### config.mk
export PLATFORM = sky130hd
export DESIGN_NAME = mips_mem_bus_arbiter
export DESIGN_NICKNAME = d
export VERILOG_FILES = /design/src/rtl/mips_mem_bus_arbiter.sv
export SDC_FILE = /design/constraint.sdc
export NUM_CORES = 1
export LEC_CHECK = 0
export BUFFER_PORTS_ARGS = -buffer_cell sky130_fd_sc_hd__buf_2
export CAP_MARGIN = 25
export CELL_PAD_IN_SITES_DETAIL_PLACEMENT = 0
export CELL_PAD_IN_SITES_GLOBAL_PLACEMENT = 1
export CORE_AREA = 2 2 120 122
export CTS_BUF_LIST = sky130_fd_sc_hd__clkbuf_4 sky130_fd_sc_hd__clkbuf_8 sky130_fd_sc_hd__clkbuf_16
export DETAILED_ROUTE_END_ITERATION = 10
export DIE_AREA = 0 0 122 124
export HOLD_SLACK_MARGIN = 0.15
export PLACE_DENSITY = 0.89
export REMOVE_ABC_BUFFERS = 1
export SLEW_MARGIN = 20
export SYNTH_ARGS = -nofsm -noshare
export SYNTH_HDL_FRONTEND = slang
export SYNTH_SLANG_ARGS = --single-unit
export TNS_END_PERCENT = 30
### constraint.sdc
create_clock -name clk -period 2.2 [get_ports clk]
set_input_delay 0.44 -clock clk [delete_from_list [all_inputs] [get_ports clk]]
set_output_delay 0.44 -clock clk [all_outputs]
set_load 0.05 [all_outputs]
### src/rtl/mips_mem_bus_arbiter.sv
// mips_mem_bus_arbiter
//   Shares the CPU's single Avalon-style memory master port between the
//   instruction-fetch requester (F) and the load/store requester (D).
//   It picks a winner in IDLE and registers that requester's command onto the
//   bus. The command is held through waitrequest. Readdata returns to the
//   owner with a one-cycle ack. A watchdog aborts a transfer that stays
//   stalled for too long.
//
// Parameters
//   TIMEOUT_CYCLES  max consecutive waitrequest=1 cycles in BUS before abort
//                   (0 disables the watchdog)
//   CNT_W           watchdog counter width, must hold TIMEOUT_CYCLES
//
// Build option
//   ARB_ROUND_ROBIN_EN  defined: on contention grant the side not served last.
//                       undefined: fixed priority, D wins over F.
//
// Ports
//   clk, reset                     clock, asynchronous active-low reset
//   f_req, f_addr, f_ack           fetch request / word address / done pulse
//   d_req, d_write, d_addr,
//   d_wdata, d_byteenable, d_ack   data request / command fields / done pulse
//   rdata, err                     returned read data and abort flag (valid with ack)
//   waitrequest, readdata          bus stall and bus read data
//   address, writedata,
//   byteenable, read, write        registered bus command

module mips_mem_bus_arbiter #(
  parameter int TIMEOUT_CYCLES = 256,
  parameter int CNT_W          = 9
) (
  input  logic        clk,
  input  logic        reset,
  input  logic        f_req,
  input  logic [31:0] f_addr,
  output logic        f_ack,
  input  logic        d_req,
  input  logic        d_write,
  input  logic [31:0] d_addr,
  input  logic [31:0] d_wdata,
  input  logic [3:0]  d_byteenable,
  output logic        d_ack,
  output logic [31:0] rdata,
  output logic        err,
  input  logic        waitrequest,
  input  logic [31:0] readdata,
  output logic [31:0] address,
  output logic [31:0] writedata,
  output logic [3:0]  byteenable,
  output logic        read,
  output logic        write
);

  typedef enum logic [1:0] {
    S_IDLE = 2'd0,
    S_BUS  = 2'd1,
    S_DONE = 2'd2
  } state_t;

  localparam bit             WD_EN   = (TIMEOUT_CYCLES != 0);
  localparam logic [CNT_W-1:0] TO_LAST = CNT_W'(TIMEOUT_CYCLES - 1);

  state_t             r_state;
  state_t             w_next_state;
  logic               r_owner_d;    // 1 = D owns the current transfer
  logic [CNT_W-1:0]   r_cnt;
  logic [31:0]        r_address;
  logic [31:0]        r_writedata;
  logic [3:0]         r_byteenable;
  logic               r_read;
  logic               r_write;
  logic [31:0]        r_rdata;
  logic               r_err;

  logic               w_any_req;
  logic               w_grant_d;
  logic               w_timeout;

  assign w_any_req = f_req | d_req;

`ifdef ARB_ROUND_ROBIN_EN
  // Remembers the side granted most recently. After reset it reads as F, so
  // the first contended grant goes to D.
  logic r_rr_d;

  assign w_grant_d = d_req & (~f_req | ~r_rr_d);

  always_ff @(posedge clk or negedge reset) begin
    if (!reset) begin
      r_rr_d <= 1'b0;
    end else if (r_state == S_IDLE && w_any_req) begin
      r_rr_d <= w_grant_d;
    end
  end
`else
  // D wins ties, so a load/store completes before the next fetch.
  assign w_grant_d = d_req;
`endif

  // The abort fires on the last permitted stalled cycle. Combined with the
  // counter clearing on BUS entry, this allows exactly TIMEOUT_CYCLES stalled
  // BUS cycles.
  assign w_timeout = WD_EN && (r_cnt == TO_LAST) && waitrequest;

  // State register
  always_ff @(posedge clk or negedge reset) begin
    if (!reset) begin
      r_state <= S_IDLE;
    end else begin
      r_state <= w_next_state;
    end
  end

  // Next-state logic
  always_comb begin
    w_next_state = r_state;
    case (r_state)
      S_IDLE:  if (w_any_req) w_next_state = S_BUS;
      S_BUS:   if (!waitrequest || w_timeout) w_next_state = S_DONE;
      S_DONE:  w_next_state = S_IDLE;
      default: w_next_state = S_IDLE;
    endcase
  end

  // Output logic: the ack is simply "in DONE" qualified by the owner.
  // It therefore drops together with the state on asynchronous reset.
  always_comb begin
    f_ack = 1'b0;
    d_ack = 1'b0;
    if (r_state == S_DONE) begin
      f_ack = ~r_owner_d;
      d_ack =  r_owner_d;
    end
  end

  // Bus command, captured read data, error flag and watchdog counter
  always_ff @(posedge clk or negedge reset) begin
    if (!reset) begin
      r_owner_d    <= 1'b0;
      r_cnt        <= '0;
      r_address    <= '0;
      r_writedata  <= '0;
      r_byteenable <= '0;
      r_read       <= 1'b0;
      r_write      <= 1'b0;
      r_rdata      <= '0;
      r_err        <= 1'b0;
    end else begin
      case (r_state)
        S_IDLE: begin
          r_read  <= 1'b0;
          r_write <= 1'b0;
          if (w_any_req) begin
            r_owner_d <= w_grant_d;
            r_cnt     <= '0;
            if (w_grant_d) begin
              r_address    <= d_addr;
              r_writedata  <= d_wdata;
              r_byteenable <= d_byteenable;
              r_read       <= ~d_write;
              r_write      <= d_write;
            end else begin
              r_address    <= f_addr;
              r_writedata  <= '0;
              r_byteenable <= 4'b1111;
              r_read       <= 1'b1;
            end
          end
        end
        S_BUS: begin
          if (w_timeout) begin
            r_read  <= 1'b0;
            r_write <= 1'b0;
            r_rdata <= '0;
            r_err   <= 1'b1;
          end else if (waitrequest) begin
            r_cnt <= r_cnt + CNT_W'(1);
          end else begin
            r_read  <= 1'b0;
            r_write <= 1'b0;
            // A completed store returns zero rather than bus noise.
            r_rdata <= r_read ? readdata : 32'd0;
          end
        end
        S_DONE: begin
          r_err <= 1'b0;
        end
        default: begin
          r_read  <= 1'b0;
          r_write <= 1'b0;
        end
      endcase
    end
  end

  assign address    = r_address;
  assign writedata  = r_writedata;
  assign byteenable = r_byteenable;
  assign read       = r_read;
  assign write      = r_write;
  assign rdata      = r_rdata;
  assign err        = r_err;

endmodule

Yosys cells after proc, flatten, opt, wreduce, memory -nomap -nowiden
Cells that the tools add are included.
Storage, ports and cells
  logic and storage cells: 62
  output and inout port bits: 105
  flip-flop bits (word level): 115
  input bits: 138
Operators by class
  reductions and logical operators: 12
  multiplexer cells: 25
  bitwise logic cells: 4
  add/subtract/negate cells: 1
  equal/unequal tests: 10
Operators by type and width (count)
  two-way mux 32 bit: 5
  two-way mux 9 bit: 3
  one-hot mux 9 bit (2 select lines): 1
  != test 2 bit (second input constant): 5
  AND reduction 2 bit: 5
  adder 9 x 1 -> 9 bit (second input constant): 1
  == test 9 x 8 -> 1 bit (second input constant): 1
  two-way mux 1 bit: 9
  one-hot mux 1 bit (3 select lines): 2
  two-way mux 2 bit: 2
  two-way mux 4 bit: 1
  one-hot mux 2 bit (2 select lines): 1
  AND reduction 4 bit: 1
  nonzero test 2 bit: 2
  != test 3 bit (second input constant): 1
  inverter 1 bit: 3
  == test 2 x 1 -> 1 bit (second input constant): 1
  == test 2 bit (second input constant): 1
  logical NOT 2 bit: 1
  != test 2 x 1 -> 1 bit (second input constant): 1
  one-hot mux 1 bit (2 select lines): 1
  logical AND 1 bit: 1
  logical NOT 1 bit: 1
  logical OR 1 bit: 1
  OR 1 bit: 1

Logic depth before layout (Yosys ltp)
Gate-level depths: netlist of the first run.
  depth in word-level cells: 5
  mapped depth: 9
  gate-level depth less buffers: 8

Worst setup path after synthesis of the first run
No wires, ideal clock.
  path kind: register to register
  from: register r_cnt[0]
  to: register r_cnt[5]
  clock period less this slack: 1.996 ns
  cell stages (with the launch flop): 9
  path buffers: 0
  library setup time: 0.078 ns
  required time: 2.122 ns
  setup slack: 0.204 ns
  arrival time: 1.918 ns
  path through: dfrtp_1 -> ha_1 -> nand2_1 -> nor2_1 -> ha_1 -> and4bb_2 -> a21oi_4 -> or4_1 -> a21oi_1
Between the ends
  cells in the longest elaborated chain, start to end: 4
  elaborated cells on any way between the ends: 8
  classes of those cells: add/sub (1); eq/ne (2); mux (3); reduce/logical (2)
RTL lines
  start: declaration: RTL line 66  | logic [CNT_W-1:0] r_cnt;
  start signal: assignment: RTL line 177  | r_cnt <= r_cnt + CNT_W'(1);
  adder 9 x 1 -> 9 bit or == test 9 x 8 -> 1 bit (tied branches): RTL line 177, 103
  two-way mux 9 bit or logical AND 1 bit (tied branches): RTL line 176, 103
  two-way mux 9 bit or != test 2 bit (tied branches)
  one-hot mux 9 bit (2 select lines) or AND reduction 4 bit (tied branches)
Parallel ways exist; a longest one is shown, timed or not. The select of a mux whose other input is x is not followed.
A chain may end at the register's enable or synchronous reset.

Worst setup path in the final report of the first run
  from: register r_cnt[5]
  to: register r_cnt[7]
The elaborated chain is that of the path after synthesis.

==> report_table.html, run 1 <==
<table>
<tr><th>Metric</th><th>Value</th></tr>
<tr><th colspan="2">Routing</th></tr>
<tr><td>DRT antenna net count</td><td>0</td></tr>
<tr><td>Average routed wire per standard cell</td><td>between 10 and 15 um</td></tr>
<tr><td>Vias/cell</td><td>4.76</td></tr>
<tr><td>Total via count in the routed design</td><td>around 3900</td></tr>
<tr><td>Detailed-router iteration count before antenna repair</td><td>4</td></tr>
<tr><td>DRC viols</td><td>0</td></tr>
<tr><td>DRT Wirelength</td><td>12100 um</td></tr>
<tr><td>Initial drt markers</td><td>155</td></tr>
<tr><th colspan="2">Clocking</th></tr>
<tr><td>H-tree levels</td><td>4</td></tr>
<tr><td>Clock Sink Count</td><td>115</td></tr>
<tr><td>Number of buffers between clock root and the deepest sink</td><td>2</td></tr>
<tr><td>CTS Buf Count</td><td>17</td></tr>
<tr><td>TritonCTS clock tree</td><td>yes</td></tr>
<tr><td>Worst-skew pair later-pin latency</td><td>0.40 ns</td></tr>
<tr><td>Clock root buffer</td><td>clkbuf_16</td></tr>
<tr><td>Reg clk slew, reported paths</td><td>0.06 ns</td></tr>
<tr><th colspan="2">Die</th></tr>
<tr><td># rows</td><td>43</td></tr>
<tr><td>Die Area</td><td>15100 um^2</td></tr>
<tr><td>Die height</td><td>124 um</td></tr>
<tr><td>I/O pin cnt</td><td>243</td></tr>
<tr><td>Effective utilization at floorplan</td><td>0.334</td></tr>
<tr><td>Total core area</td><td>~14000 um^2</td></tr>
<tr><td>X dimension of the die</td><td>122 um</td></tr>
<tr><th colspan="2">Worst setup path</th></tr>
<tr><td>R2R Path End</td><td>r_cnt[7]$_DFFE_PN0P_</td></tr>
<tr><td>Length in cells of the worst reg-to-reg path</td><td>8</td></tr>
<tr><td>Type of the worst setup path</td><td>flip-flop to flip-flop</td></tr>
<tr><td>Critical Path AT</td><td>2.41 ns</td></tr>
<tr><td>Crit path launch</td><td>r_cnt[5]$_DFFE_PN0P_</td></tr>
<tr><td>Category of the worst setup path capture point</td><td>flip-flop</td></tr>
<tr><td>CP Capture Point</td><td>r_cnt[7]$_DFFE_PN0P_</td></tr>
<tr><td>FF-to-FF setup slack</td><td>0.11 ns</td></tr>
<tr><td>CP Launch Type</td><td>flip-flop</td></tr>
<tr><td>Crit Path Max Fanout</td><td>7</td></tr>
<tr><td>Reg2reg start</td><td>r_cnt[5]$_DFFE_PN0P_</td></tr>
<tr><td>Crit path required time</td><td>2.52 ns</td></tr>
<tr><th colspan="2">Status</th></tr>
<tr><td>Run status</td><td>finished clean</td></tr>
<tr><th colspan="2">Power</th></tr>
<tr><td>Switching portion of total power</td><td>0.483</td></tr>
<tr><td>Internal</td><td>0.00620 W</td></tr>
<tr><td>Sequential share of power</td><td>0.292</td></tr>
<tr><td>Cell leakage power</td><td>3.54 nW</td></tr>
<tr><td>Clock power frac</td><td>0.218</td></tr>
<tr><td>Net switching power figure</td><td>0.00579 W</td></tr>
<tr><td>Total power per unit cell area</td><td>between 1500 and 2000 nW/um^2</td></tr>
<tr><td>Combinational group share of total power</td><td>0.490</td></tr>
<tr><td>Peak supply drop</td><td>0.999 mV</td></tr>
<tr><th colspan="2">STA</th></tr>
<tr><td>Sum of negative setup slack</td><td>0 ns</td></tr>
<tr><td>Worst-case headroom to the max-slew limit</td><td>0.574</td></tr>
<tr><td>Tightest hold margin</td><td>0.256 ns</td></tr>
<tr><td>Number of hold violations in the final report</td><td>0</td></tr>
<tr><td>Highest clock frequency the design can meet</td><td>around 480 MHz</td></tr>
<tr><td>Final Max Slew Viols</td><td>0</td></tr>
<tr><td>Period Utilization, post-route</td><td>0.950</td></tr>
<tr><td>Setup violators final</td><td>0</td></tr>
<tr><td>Setup repair after global routing missed its margin</td><td>no</td></tr>
<tr><td>Measured slew at the worst slew-check pin</td><td>0.639 ns</td></tr>
<tr><td>Minimum clock period after layout</td><td>~2.1 ns</td></tr>
<tr><td>Worst Clk Skew</td><td>0.0118 ns</td></tr>
<tr><th colspan="2">Finish</th></tr>
<tr><td>Layout cells sized above 1</td><td>0.468</td></tr>
<tr><td>Final Instance Area</td><td>6630 um^2</td></tr>
<tr><td>Area growth, synth to finish</td><td>44.6%</td></tr>
<tr><td>Layout net count</td><td>759</td></tr>
<tr><td>Register cell area after layout</td><td>2880 um^2</td></tr>
<tr><td>Layout filler cell count</td><td>1252</td></tr>
<tr><td>Diodes inserted</td><td>0</td></tr>
<tr><td>Footprint of the multi-input gates</td><td>1600 um^2</td></tr>
<tr><th colspan="2">Yosys</th></tr>
<tr><td>Mapped Avg Cell Area</td><td>between 10 and 15 um^2</td></tr>
<tr><td>Cell count after synthesis</td><td>372</td></tr>
<tr><td>Count of yosys warnings during synthesis</td><td>0</td></tr>
<tr><td>Library cells used by synthesis</td><td>30</td></tr>
<tr><td>Mapped cell area</td><td>4590 um^2</td></tr>
<tr><td>Seq cells post-synth</td><td>115</td></tr>
<tr><td>Share of the yosys chip area belonging to registers</td><td>0.627</td></tr>
<tr><th colspan="2">GRT</th></tr>
<tr><td>Aggregate global routing overflow</td><td>0</td></tr>
<tr><td>Largest net degree at the start of global routing</td><td>116</td></tr>
<tr><td>Global-route wire length before repair</td><td>18300 um</td></tr>
<tr><td>Number of global-route vias before repair</td><td>3766</td></tr>
<tr><td>Number of antenna violations at the first check in global routing</td><td>0</td></tr>
<tr><td>Total track usage</td><td>0.156</td></tr>
<tr><th colspan="2">Min path</th></tr>
<tr><td>Worst min-delay path category</td><td>input pin to flip-flop</td></tr>
<tr><td>Startpoint of the tightest hold check path</td><td>readdata[13]</td></tr>
<tr><th colspan="2">Placed design</th></tr>
<tr><td>Half-perimeter wire length after placement</td><td>8630 um</td></tr>
<tr><td>Gp weighted congestion</td><td>0.776</td></tr>
<tr><td>Dpl cell area</td><td>6020 um^2</td></tr>
<tr><td>Port buffer count</td><td>~240</td></tr>
<tr><th colspan="2">Job</th></tr>
<tr><td>Max Cap Viol</td><td>0</td></tr>
</table>
## metrics by stage
step | power [W] | setup WS, ns | instances | util
floorplan | 0.00773 | 0.173 | 346 | -
global placement | 0.00928 | 0.0912 | 777 | 0.439
detailed placement | 0.00940 | 0.0337 | 777 | 0.439
CTS | 0.0121 | 0.0144 | 808 | 0.481
global route | 0.0126 | 0.00592 | 810 | 0.484
finish | 0.0120 | 0.110 | 810 | 0.484
## flip-flops by register name, indices dropped and copies added, names as in the netlist
signal      cells
writedata      32
err             1
rdata          32
r_state         2
byteenable      4
read            1
address        32
r_owner_d       1
write           1
r_cnt           9
## critical path, cell delays in order, from the launching register on
cell	delay [ns]
dfrtp_1	0.40
and4_4	0.21
nand2_2	0.07
nor2_1	0.05
ha_1	0.20
and4bb_4	0.36
a21oi_2	0.09
or4_1	0.48
a21oi_1	0.15
## how the worst min path moves through the flow
stage	end	slack (ns)	cells after the start
global route	rdata[18]$_DFFE_PN0P_	0.24	2
global placement	address[5]$_DFFE_PN0P_	0.46	2
CTS	writedata[8]$_DFFE_PN0P_	0.24	2
finish	rdata[13]$_DFFE_PN0P_	0.26	2
floorplan	address[0]$_DFFE_PN0P_	0.14	0
detailed placement	address[13]$_DFFE_PN0P_	0.47	2
## power by group through the flow
stage / Combinational [W] / Clock [W] / Sequential (W)
after floorplan: 0.00125 / 0 / 0.00648
after global placement: 0.00578 / 0 / 0.00350
after detailed placement: 0.00590 / 0 / 0.00350
after CTS: 0.00589 / 0.00268 / 0.00350
after global routing: 0.00620 / 0.00278 / 0.00361
final: 0.00588 / 0.00261 / 0.00350
## cells in the mapped netlist
master      n  area [um^2]
dfrtp_1   115         2880
a22o_1     65          569
nand2_1    45          169
o21ai_0    39          195
mux2i_1    33          330
clkbuf_1   13         48.8
buf_2       7         35.0
a21oi_1     6         30.0
inv_1       6         22.5
and2_1      5         31.3
buf_1       4         15.0
nor2_1      4         15.0
o22a_1      4         35.0
o31ai_1     4         30.0
or3_1       4         25.0
buf_4       2         15.0
ha_1        2         25.0
or4_1       2         15.0
a21o_1      1         7.51
a21oi_4     1         16.3
a31o_2      1         8.76
and4_1      1         8.76
and4bb_2    1         12.5
inv_2       1         3.75
mux2_2      1         11.3
nand2_2     1         6.26
nand3_1     1         5.00
nor3_1      1         5.00
nor3b_2     1         12.5
or2_2       1         6.26
## layout make-up
type | count | share of cell area
clock buffer | 20 | 0.0694
timing repair buffer | 253 | 0.201
multi-input combinational | 225 | 0.241
clock inverter | 10 | 0.0166
inverter | 7 | 0.00396
sequential | 115 | 0.434
tap | 180 | 0.0339
## per-layer routing
layer	global-route usage	vias up	share of wire
met3	0.0421	14	0.063
met2	0.262	144	0.50
met5	0	-	0
met4	0.0611	0	0.014
li1	-	1849	-
met1	0.191	1846	0.43
## cell usage in the layout (no fill, tap or decap), drive strengths merged, types with 4 or more instances in the layout
master	netlist	layout
clkbuf	13	20
or3	4	4
dfrtp	115	115
o21ai	39	39
nor2	4	4
clkinv	0	7
inv	7	7
o22a	4	4
a21oi	7	8
nand2	46	46
buf	13	252
o31ai	4	4
a22o	65	65
and2	5	5
mux2i	33	33
## kinds of logic after synthesis
logic type / Yosys count / synth area share
AOI/OAI and AO/OA: 121 / 0.194
DFF: 115 / 0.627
and+or+nand+nor: 67 / 0.0679
muxes: 34 / 0.0744
buffers and inverters: 33 / 0.0305
adders and majority gates: 2 / 0.00545
## what timing repair did
item,in CTS,in global routing
hold buffers,1,0
setup endpoints to repair,0,4
endpoints found under the hold margin,2,0
resized for setup,0,4
buffers inserted,0,1
Power figures use the tool's default switching activity.
==> inputs of run 2 (changes only) <==
--- a/config.mk
+++ b/config.mk
@@ -5,14 +5,15 @@
 export SDC_FILE = /design/constraint.sdc
 export NUM_CORES = 1
 export LEC_CHECK = 0
+export ABC_AREA = 1
 export BUFFER_PORTS_ARGS = -buffer_cell sky130_fd_sc_hd__buf_2
 export CAP_MARGIN = 25
-export CELL_PAD_IN_SITES_DETAIL_PLACEMENT = 0
+export CELL_PAD_IN_SITES_DETAIL_PLACEMENT = 1
 export CELL_PAD_IN_SITES_GLOBAL_PLACEMENT = 1
-export CORE_AREA = 2 2 120 122
+export CORE_AREA = 2 2 124 126
 export CTS_BUF_LIST = sky130_fd_sc_hd__clkbuf_4 sky130_fd_sc_hd__clkbuf_8 sky130_fd_sc_hd__clkbuf_16
 export DETAILED_ROUTE_END_ITERATION = 10
-export DIE_AREA = 0 0 122 124
+export DIE_AREA = 0 0 126 128
 export HOLD_SLACK_MARGIN = 0.15
 export PLACE_DENSITY = 0.89
 export REMOVE_ABC_BUFFERS = 1
==> run 2 against run 1 <==
  * Clock-buffer cell count is 3 lower
  * Non-clock buffer count grew 5
  * Largest power group unchanged
  * Critical path depth increased by 4
  * Synthesized cell count increased by 33%
  * Highest routed layer unchanged
  * Critical path type unchanged
  * Setup slack gained 0.0022 ns
  * Critical endpoint is now rdata[28]$_DFFE_PN0P_
  * Largest cell class unchanged
==> report_table.html, run 2 <==
<table>
<tr><th>Metric</th><th>Value</th></tr>
<tr><th colspan="2">Worst setup path</th></tr>
<tr><td>Crit path required time</td><td>2.53 ns (about the same)</td></tr>
<tr><td>Crit Path Max Fanout</td><td>32 (+25)</td></tr>
<tr><td>Length in cells of the worst reg-to-reg path</td><td>12 (+4)</td></tr>
<tr><td>Category of the worst setup path capture point</td><td>flip-flop</td></tr>
<tr><td>R2R Path End</td><td>rdata[28]$_DFFE_PN0P_</td></tr>
<tr><td>Critical Path AT</td><td>2.42 ns (about the same)</td></tr>
<tr><td>Reg2reg start</td><td>r_cnt[1]$_DFFE_PN0P_</td></tr>
<tr><td>FF-to-FF setup slack</td><td>0.11 ns (about the same)</td></tr>
<tr><td>Type of the worst setup path</td><td>flip-flop to flip-flop</td></tr>
<tr><td>CP Launch Type</td><td>flip-flop</td></tr>
<tr><th colspan="2">Die</th></tr>
<tr><td>Effective utilization at floorplan</td><td>0.322 (-0.0127)</td></tr>
<tr><td>X dimension of the die</td><td>126 um (+3.3%)</td></tr>
<tr><td>Total core area</td><td>14900 um^2 (+8.3%)</td></tr>
<tr><td>I/O pin cnt</td><td>243 (unchanged)</td></tr>
<tr><td># rows</td><td>45 (+4.7%)</td></tr>
<tr><td>Die Area</td><td>16100 um^2 (+6.6%)</td></tr>
<tr><td>Die height</td><td>128 um (+3.2%)</td></tr>
<tr><th colspan="2">Finish</th></tr>
<tr><td>Area growth, synth to finish</td><td>44.9%</td></tr>
<tr><td>Most common library cell in the layout ignoring fill and taps</td><td>buf_2</td></tr>
<tr><td>Commonest cells after routing, fill and taps aside</td><td>buf_2 (241), dfrtp_1 (115), nand2_1 (88)</td></tr>
<tr><td>Count of non-filler cells in the finished layout</td><td>941 (+16%)</td></tr>
<tr><td>Register cell area after layout</td><td>2880 um^2 (unchanged)</td></tr>
<tr><td>Layout cells sized above 1</td><td>0.406 (-0.0627)</td></tr>
<tr><td>Footprint of the multi-input gates</td><td>1560 um^2 (-2.2%)</td></tr>
<tr><td>Layout net count</td><td>879 (+16%)</td></tr>
<tr><td>Final core utilization</td><td>0.466 (-0.0173)</td></tr>
<tr><td>Layout filler cell count</td><td>1766 (+41%)</td></tr>
<tr><th colspan="2">STA</th></tr>
<tr><td>Setup violators final</td><td>0 (unchanged)</td></tr>
<tr><td>Number of hold violations in the final report</td><td>0 (unchanged)</td></tr>
<tr><td>Worst-case headroom to the max-slew limit</td><td>0.620 (+0.0462)</td></tr>
<tr><td>Worst Clk Skew</td><td>0.0114 ns (-0.000329 ns)</td></tr>
<tr><td>Sum of negative setup slack</td><td>0 ns (unchanged)</td></tr>
<tr><td>Minimum clock period after layout</td><td>2.09 ns (-0.00222 ns)</td></tr>
<tr><td>Measured slew at the worst slew-check pin</td><td>0.570 ns (-0.0694 ns)</td></tr>
<tr><td>Final worst slack</td><td>0.113 ns (+0.00222 ns)</td></tr>
<tr><td>Period Utilization, post-route</td><td>0.949 (-0.00101)</td></tr>
<tr><td>Highest clock frequency the design can meet</td><td>479 MHz (+0.11%)</td></tr>
<tr><td>Final Max Slew Viols</td><td>0 (unchanged)</td></tr>
<tr><th colspan="2">Clocking</th></tr>
<tr><td>Clock Sink Count</td><td>115 (unchanged)</td></tr>
<tr><td>Number of buffers between clock root and the deepest sink</td><td>2 (unchanged)</td></tr>
<tr><td>CTS Buf Count</td><td>17 (unchanged)</td></tr>
<tr><td>H-tree levels</td><td>4 (unchanged)</td></tr>
<tr><td>Worst-skew pair later-pin latency</td><td>0.41 ns (about the same)</td></tr>
<tr><td>Reg clk slew, reported paths</td><td>0.06 ns (about the same)</td></tr>
<tr><td>Clock root buffer</td><td>clkbuf_16</td></tr>
<tr><td>TritonCTS clock tree</td><td>yes</td></tr>
<tr><th colspan="2">Routing</th></tr>
<tr><td>Vias/cell</td><td>4.83 (+1.5%)</td></tr>
<tr><td>DRT Wirelength</td><td>15600 um (+29%)</td></tr>
<tr><td>DRT antenna net count</td><td>0 (unchanged)</td></tr>
<tr><td>Average routed wire per standard cell</td><td>16.6 um (+11%)</td></tr>
<tr><td>Detailed-router iteration count before antenna repair</td><td>4 (unchanged)</td></tr>
<tr><td>DRC viols</td><td>0 (unchanged)</td></tr>
<tr><td>Total via count in the routed design</td><td>4542 (+18%)</td></tr>
<tr><td>Initial drt markers</td><td>175 (+13%)</td></tr>
<tr><th colspan="2">Status</th></tr>
<tr><td>Run status</td><td>finished clean</td></tr>
<tr><th colspan="2">Yosys</th></tr>
<tr><td>Mapped cell area</td><td>4780 um^2 (+4.2%)</td></tr>
<tr><td>Fraction of post-synthesis cell area in the top cell type by area</td><td>0.602 (-0.0254)</td></tr>
<tr><td>Dominant cells by area after synthesis</td><td>dfrtp_1 (60%), nand2_1 (6.9%), a22o_1 (6.2%)</td></tr>
<tr><td>Share of the yosys chip area belonging to registers</td><td>0.602 (-0.0254)</td></tr>
<tr><td>Synth Flop Type</td><td>dfrtp_1</td></tr>
<tr><td>Mapped Avg Cell Area</td><td>9.70 um^2 (-21%)</td></tr>
<tr><td>Library cells used by synthesis</td><td>26 (-13%)</td></tr>
<tr><td>Post-synth EDFFs</td><td>0 (unchanged)</td></tr>
<tr><td>Count of yosys warnings during synthesis</td><td>0 (unchanged)</td></tr>
<tr><td>Cell with the most instances after synthesis</td><td>dfrtp_1</td></tr>
<tr><td>Ys async rst share</td><td>1.00 (unchanged)</td></tr>
<tr><td>Cell count after synthesis</td><td>493 (+33%)</td></tr>
<tr><td>Most numerous cell types in the synthesized netlist</td><td>dfrtp_1 (115), nand2_1 (88), inv_1 (48)</td></tr>
<tr><td>Post-synthesis cell type with the largest combined area</td><td>dfrtp_1</td></tr>
<tr><td>Seq cells post-synth</td><td>115 (unchanged)</td></tr>
<tr><th colspan="2">Min path</th></tr>
<tr><td>End point of the worst hold path</td><td>writedata[1]$_DFFE_PN0P_</td></tr>
<tr><td>Startpoint of the tightest hold check path</td><td>d_wdata[1]</td></tr>
<tr><td>Cell depth of the worst min-delay path</td><td>2 (unchanged)</td></tr>
<tr><td>Worst min-delay path category</td><td>input pin to flip-flop</td></tr>
<tr><th colspan="2">Placed design</th></tr>
<tr><td>Half-perimeter wire length after placement</td><td>11100 um (+29%)</td></tr>
<tr><td>Pre-CTS WS</td><td>0.0498 ns (+0.0161 ns)</td></tr>
<tr><td>Port buffer count</td><td>242 (unchanged)</td></tr>
<tr><td>Gp weighted congestion</td><td>0.809 (+4.3%)</td></tr>
<tr><td>Cells after DPL</td><td>904 (+16%)</td></tr>
<tr><th colspan="2">Power</th></tr>
<tr><td>Peak supply drop</td><td>0.794 mV (-21%)</td></tr>
<tr><td>Total power per unit cell area</td><td>1760 nW/um^2 (-2.9%)</td></tr>
<tr><td>Cell leakage power</td><td>3.57 nW (+0.61%)</td></tr>
<tr><td>Final Total Pwr</td><td>0.0122 W (+1.5%)</td></tr>
<tr><th colspan="2">GRT</th></tr>
<tr><td>Number of antenna violations at the first check in global routing</td><td>0 (unchanged)</td></tr>
<tr><td>Number of global-route vias before repair</td><td>4681 (+24%)</td></tr>
<tr><td>Aggregate global routing overflow</td><td>0 (unchanged)</td></tr>
<tr><td>Largest net degree at the start of global routing</td><td>66 (-43%)</td></tr>
<tr><td>Global-route wire length before repair</td><td>24100 um (+31%)</td></tr>
<tr><td>Total track usage</td><td>0.190 (+0.0345)</td></tr>
<tr><th colspan="2">Job</th></tr>
<tr><td>Max Cap Viol</td><td>0 (unchanged)</td></tr>
</table>
## run 2: changes by cell type in the layout (fill, tap and decap cells not counted), sizes merged, moves of 4 or more
cell / delta
nor2: +41
a31oi: +32
or3: -4
mux2i: -33
a21oi: -5
a22o: -31
inv: +48
nand2: +46
and2: -5
nand3: +37
## run 2: where the power goes
part           total, W  internal, W  switching, W
logic           0.00591      0.00148       0.00443
clock network   0.00284      0.00179       0.00105
registers       0.00342      0.00295      0.000477
total            0.0122      0.00621       0.00595
## run 2: kinds of logic (layout without fill, tap and decap cells)
family          Yosys count  after routing  share of synthesized area
simple gates            181            181                      0.161
flops                   115            115                      0.602
compound gates          112            112                      0.156
buf+inv                  83            342                     0.0759
fa+ha+maj                 2              2                    0.00523
other cells               0              1                          0
## run 2: critical path: stages (launching register included)
cell and delay (ns):
dfrtp_1 0.37, ha_1 0.17, nand2_1 0.09, nor2_2 0.14, inv_1 0.09, nor3_2 0.12, ha_2 0.22, nor2_2 0.06
nor3_4 0.21, buf_12 0.15, clkbuf_16 0.21, nand3_1 0.09, o21ai_1 0.09
## run 2: layout make-up
cell class	count	area share
Antenna cell	1	0.000361
Clock buffer	17	0.0614
Clock inverter	15	0.0264
Inverter	52	0.0285
Multi-Input combinational cell	295	0.225
Sequential cell	115	0.415
Tap cell	188	0.0339
Timing Repair Buffer	258	0.209
## run 2: timing repair
action                                 4_1_cts  5_1_grt
setup buffers                                0        1
hold buffers                                 1        0
endpoints found under the hold margin       36        0
gates resized for setup                      0        4
setup endpoints to repair                    0       40
## run 2: how the worst max path moves through the flow
stage / startpoint / to / slack, ns
2_1_floorplan: r_cnt[0]$_DFFE_PN0P_ / rdata[0]$_DFFE_PN0P_ / -1.17
3_3_place_gp: r_cnt[1]$_DFFE_PN0P_ / rdata[19]$_DFFE_PN0P_ / 0.25
3_5_place_dp: r_cnt[1]$_DFFE_PN0P_ / rdata[19]$_DFFE_PN0P_ / 0.05
4_1_cts: r_cnt[1]$_DFFE_PN0P_ / rdata[19]$_DFFE_PN0P_ / 0.03
5_1_grt: r_cnt[1]$_DFFE_PN0P_ / rdata[29]$_DFFE_PN0P_ / -0.03
6_report: r_cnt[1]$_DFFE_PN0P_ / rdata[28]$_DFFE_PN0P_ / 0.11
## run 2: routing by layer
layer	global-route usage	share of wire	vias to the layer above
met2	0.310	0.50	216
met1	0.233	0.41	2161
met3	0.0668	0.085	14
met5	0	0	-
met4	0.0737	0.011	0
li1	-	-	2151
## run 2: through the flow
stage          instance area [um^2]  hold WS (ns)
2_1_floorplan                  4620         0.144
5_1_grt                        6930         0.226
4_1_cts                        6850         0.219
3_3_place_gp                   6230         0.463
3_5_place_dp                   6230         0.461
6_report                       6930         0.240
==> inputs of run 3 (changes only) <==
--- a/config.mk
+++ b/config.mk
@@ -5,17 +5,16 @@
 export SDC_FILE = /design/constraint.sdc
 export NUM_CORES = 1
 export LEC_CHECK = 0
-export ABC_AREA = 1
 export BUFFER_PORTS_ARGS = -buffer_cell sky130_fd_sc_hd__buf_2
 export CAP_MARGIN = 25
 export CELL_PAD_IN_SITES_DETAIL_PLACEMENT = 1
 export CELL_PAD_IN_SITES_GLOBAL_PLACEMENT = 1
-export CORE_AREA = 2 2 124 126
+export CORE_AREA = 2 2 120 122
 export CTS_BUF_LIST = sky130_fd_sc_hd__clkbuf_4 sky130_fd_sc_hd__clkbuf_8 sky130_fd_sc_hd__clkbuf_16
 export DETAILED_ROUTE_END_ITERATION = 10
-export DIE_AREA = 0 0 126 128
+export DIE_AREA = 0 0 122 124
 export HOLD_SLACK_MARGIN = 0.15
-export PLACE_DENSITY = 0.89
+export PLACE_DENSITY = 0.77
 export REMOVE_ABC_BUFFERS = 1
 export SLEW_MARGIN = 20
 export SYNTH_ARGS = -nofsm -noshare
==> constraint.sdc (replaced) <==
create_clock -name clk -period 2.2 [get_ports clk]
set_input_delay 0.44 -clock clk [delete_from_list [all_inputs] [get_ports clk]]
set_output_delay 0.44 -clock clk [all_outputs]
set_load 0.01 [all_outputs]
==> run 3 against run 2 <==
  * Fmax shrank 1.5%
  * Wire length shrank 14%
  * Core utilization grew 2.5 points
  * Worst hold slack gained 0.012 ns
  * Global-route usage shrank 1.3 points
  * Clock-buffer cell count grew 4
  * Critical path type unchanged
==> report_table.html, run 3 (synthesis results as in run 1) <==
<table>
<tr><th>Metric</th><th>Value</th></tr>
<tr><th colspan="2">Status</th></tr>
<tr><td>Run status</td><td>finished clean</td></tr>
<tr><th colspan="2">Die</th></tr>
<tr><td>Die Area</td><td>15100 um^2 (-6.2%)</td></tr>
<tr><td>Die height</td><td>124 um (-3.1%)</td></tr>
<tr><td>Effective utilization at floorplan</td><td>0.334 (+0.0127)</td></tr>
<tr><td>Total core area</td><td>13700 um^2 (-7.7%)</td></tr>
<tr><td># rows</td><td>43 (-4.4%)</td></tr>
<tr><td>I/O pin cnt</td><td>243 (unchanged)</td></tr>
<tr><td>X dimension of the die</td><td>122 um (-3.2%)</td></tr>
<tr><th colspan="2">STA</th></tr>
<tr><td>Sum of negative setup slack</td><td>0 ns (unchanged)</td></tr>
<tr><td>Minimum clock period after layout</td><td>2.12 ns (+0.0311 ns)</td></tr>
<tr><td>Setup repair after global routing missed its margin</td><td>no</td></tr>
<tr><td>Setup violators final</td><td>0 (unchanged)</td></tr>
<tr><td>Final Max Slew Viols</td><td>0 (unchanged)</td></tr>
<tr><td>Measured slew at the worst slew-check pin</td><td>0.619 ns (+0.0491 ns)</td></tr>
<tr><td>Tightest hold margin</td><td>0.252 ns (+0.0121 ns)</td></tr>
<tr><td>Period Utilization, post-route</td><td>0.963 (+0.0141)</td></tr>
<tr><td>Number of hold violations in the final report</td><td>0 (unchanged)</td></tr>
<tr><td>Worst Clk Skew</td><td>0.00886 ns (-0.00257 ns)</td></tr>
<tr><td>Worst-case headroom to the max-slew limit</td><td>0.587 (-0.0327)</td></tr>
<tr><td>Highest clock frequency the design can meet</td><td>472 MHz (-1.5%)</td></tr>
<tr><th colspan="2">Job</th></tr>
<tr><td>Max Cap Viol</td><td>0 (unchanged)</td></tr>
<tr><th colspan="2">Finish</th></tr>
<tr><td>Layout cells sized above 1</td><td>0.476 (+0.0702)</td></tr>
<tr><td>Commonest cells after routing, fill and taps aside</td><td>buf_2 (241), dfrtp_1 (115), a22o_1 (65)</td></tr>
<tr><td>Most common library cell in the layout ignoring fill and taps</td><td>buf_2</td></tr>
<tr><td>Layout net count</td><td>768 (-13%)</td></tr>
<tr><td>Area growth, synth to finish</td><td>46.9%</td></tr>
<tr><td>Diodes inserted</td><td>0 (-1)</td></tr>
<tr><th colspan="2">Placed design</th></tr>
<tr><td>Gp weighted congestion</td><td>0.753 (-6.9%)</td></tr>
<tr><td>Half-perimeter wire length after placement</td><td>9620 um (-14%)</td></tr>
<tr><td>Port buffer count</td><td>242 (unchanged)</td></tr>
<tr><th colspan="2">Routing</th></tr>
<tr><td>Average routed wire per standard cell</td><td>16.3 um (-1.8%)</td></tr>
<tr><td>DRT Wirelength</td><td>13400 um (-14%)</td></tr>
<tr><td>DRT antenna net count</td><td>0 (unchanged)</td></tr>
<tr><td>Vias/cell</td><td>4.87 (+0.89%)</td></tr>
<tr><td>Initial drt markers</td><td>111 (-37%)</td></tr>
<tr><td>Total via count in the routed design</td><td>3998 (-12%)</td></tr>
<tr><td>DRC viols</td><td>0 (unchanged)</td></tr>
<tr><td>Detailed-router iteration count before antenna repair</td><td>4 (unchanged)</td></tr>
<tr><th colspan="2">GRT</th></tr>
<tr><td>Total track usage</td><td>0.177 (-0.0132)</td></tr>
<tr><td>Grt peak-use layer</td><td>met2</td></tr>
<tr><td>Aggregate global routing overflow</td><td>0 (unchanged)</td></tr>
<tr><td>Met2 usage in global routing</td><td>0.305 (-0.00543)</td></tr>
<tr><td>GR Util met1</td><td>0.208 (-0.0243)</td></tr>
<tr><td>Global-route track usage on met3</td><td>0.0449 (-0.0219)</td></tr>
<tr><td>Global-route wire length before repair</td><td>20500 um (-15%)</td></tr>
<tr><td>Number of antenna violations at the first check in global routing</td><td>0 (unchanged)</td></tr>
<tr><td>Number of global-route vias before repair</td><td>4180 (-11%)</td></tr>
<tr><td>Largest net degree at the start of global routing</td><td>116 (+76%)</td></tr>
<tr><th colspan="2">Clocking</th></tr>
<tr><td>Clock root buffer</td><td>clkbuf_16</td></tr>
<tr><td>Worst-skew pair later-pin latency</td><td>0.40 ns (about the same)</td></tr>
<tr><td>Number of buffers between clock root and the deepest sink</td><td>2 (unchanged)</td></tr>
<tr><td>CTS Buf Count</td><td>17 (unchanged)</td></tr>
<tr><td>Clock Sink Count</td><td>115 (unchanged)</td></tr>
<tr><td>Reg clk slew, reported paths</td><td>0.05 ns (about the same)</td></tr>
<tr><td>TritonCTS clock tree</td><td>yes</td></tr>
<tr><td>H-tree levels</td><td>4 (unchanged)</td></tr>
<tr><th colspan="2">Worst setup path</th></tr>
<tr><td>Bufs and invs on worst path</td><td>1 (-2)</td></tr>
<tr><td>Category of the worst setup path capture point</td><td>flip-flop</td></tr>
<tr><td>Slowest CP cell</td><td>dfrtp_1</td></tr>
<tr><td>Biggest cell delay along the critical path</td><td>0.40 ns (+0.03 ns)</td></tr>
<tr><td>Crit path required time</td><td>2.53 ns (about the same)</td></tr>
<tr><td>Cell family with the largest share of critical-path delay</td><td>simple AND/OR/NAND/NOR gates</td></tr>
<tr><td>CP Launch Type</td><td>flip-flop</td></tr>
<tr><td>Critical Path AT</td><td>2.45 ns (+0.03 ns)</td></tr>
<tr><td>Critical-path cell list</td><td>and4_1 -&gt; nand2_2 -&gt; nor2_1 -&gt; ha_1 -&gt; and4bb_2 -&gt; a21oi_4 -&gt; buf_4 -&gt; or3_1 -&gt; a21oi_2</td></tr>
<tr><td>Crit Path Max Fanout</td><td>7 (-78%)</td></tr>
<tr><td>Type of the worst setup path</td><td>flip-flop to flip-flop</td></tr>
<tr><th colspan="2">Power</th></tr>
<tr><td>Final Total Pwr</td><td>0.00963 W (-21%)</td></tr>
<tr><td>Total power per unit cell area</td><td>1430 nW/um^2 (-19%)</td></tr>
<tr><td>Peak supply drop</td><td>0.584 mV (-26%)</td></tr>
<tr><td>Cell leakage power</td><td>3.61 nW (+1.2%)</td></tr>
<tr><th colspan="2">Min path</th></tr>
<tr><td>Worst min-delay path category</td><td>input pin to flip-flop</td></tr>
</table>
-- run 3: changes by cell type in the layout (fill, tap and decap cells not counted), sizes merged, moves of 5 or more --
cell   change
a22o      +31
a31oi     -32
and2       +5
buf        +7
inv       -48
mux2i     +33
nand2     -46
nand3     -37
nor2      -41
-- run 3: worst register-to-register path, stage by stage, from the launching register on --
cell and delay [ns]:
dfrtp_1 0.40, and4_1 0.22, nand2_2 0.09, nor2_1 0.05
ha_1 0.20, and4bb_2 0.35, a21oi_4 0.07, buf_4 0.16
or3_1 0.37, a21oi_2 0.14
-- run 3: through the flow --
| stage | worst slack (ns) | area (um^2) | instances | util |
|---|---|---|---|---|
| CTS | 0.0233 | 6690 | 816 | 0.488 |
| global placement | 0.106 | 6070 | 781 | 0.442 |
| finish | 0.0816 | 6740 | 821 | 0.491 |
| detailed placement | 0.0256 | 6070 | 781 | 0.442 |
| floorplan | 0.173 | 4470 | 346 | - |
| global route | 0.00167 | 6740 | 821 | 0.491 |
-- run 3: cell type report --
type	instances	area, um^2
Tap cell	180	225
Multi-Input combinational cell	224	1590
Fill cell	1545	6980
Inverter	7	26.3
Timing Repair Buffer	263	1430
Clock inverter	11	135
Sequential cell	115	2880
Clock buffer	21	462
-- run 3: final timing paths --
path / start / to / slack, ns / cells after the start
min in group asynchronous: reset / address[13]$_DFFE_PN0P_ / 0.66 / 3
min reg2reg: address[15]$_DFFE_PN0P_ / address[15]$_DFFE_PN0P_ / 0.47 / 2
max: r_cnt[4]$_DFFE_PN0P_ / r_cnt[4]$_DFFE_PN0P_ / 0.08 / 9
max in group asynchronous: reset / writedata[2]$_DFFE_PN0P_ / 1.06 / 3
max reg2reg: r_cnt[4]$_DFFE_PN0P_ / r_cnt[4]$_DFFE_PN0P_ / 0.08 / 9
min: readdata[24] / rdata[24]$_DFFE_PN0P_ / 0.25 / 2
-- run 3: where the power goes --
part	leakage (nW)	internal, W	switching (W)
Clock	0.297	0.00183	0.000927
Sequential	1.47	0.00301	0.000516
Combinational	1.84	0.00155	0.00179
Total	3.61	0.00640	0.00323
-- run 3: what timing repair did --
action | CTS | global route
endpoints found under the hold margin | 1 | 0
gates resized for setup | 0 | 4
setup buffers | 2 | 5
hold buffers | 1 | 0
pin swaps | 0 | 1
endpoints found under the setup margin | 1 | 7
-- run 3: metal layers --
metal | routed length [um] | vias up
met3 | 946 | 18
met5 | 0 | -
li1 | - | 1865
met2 | 6830 | 162
met4 | 223 | 0
met1 | 5390 | 1953
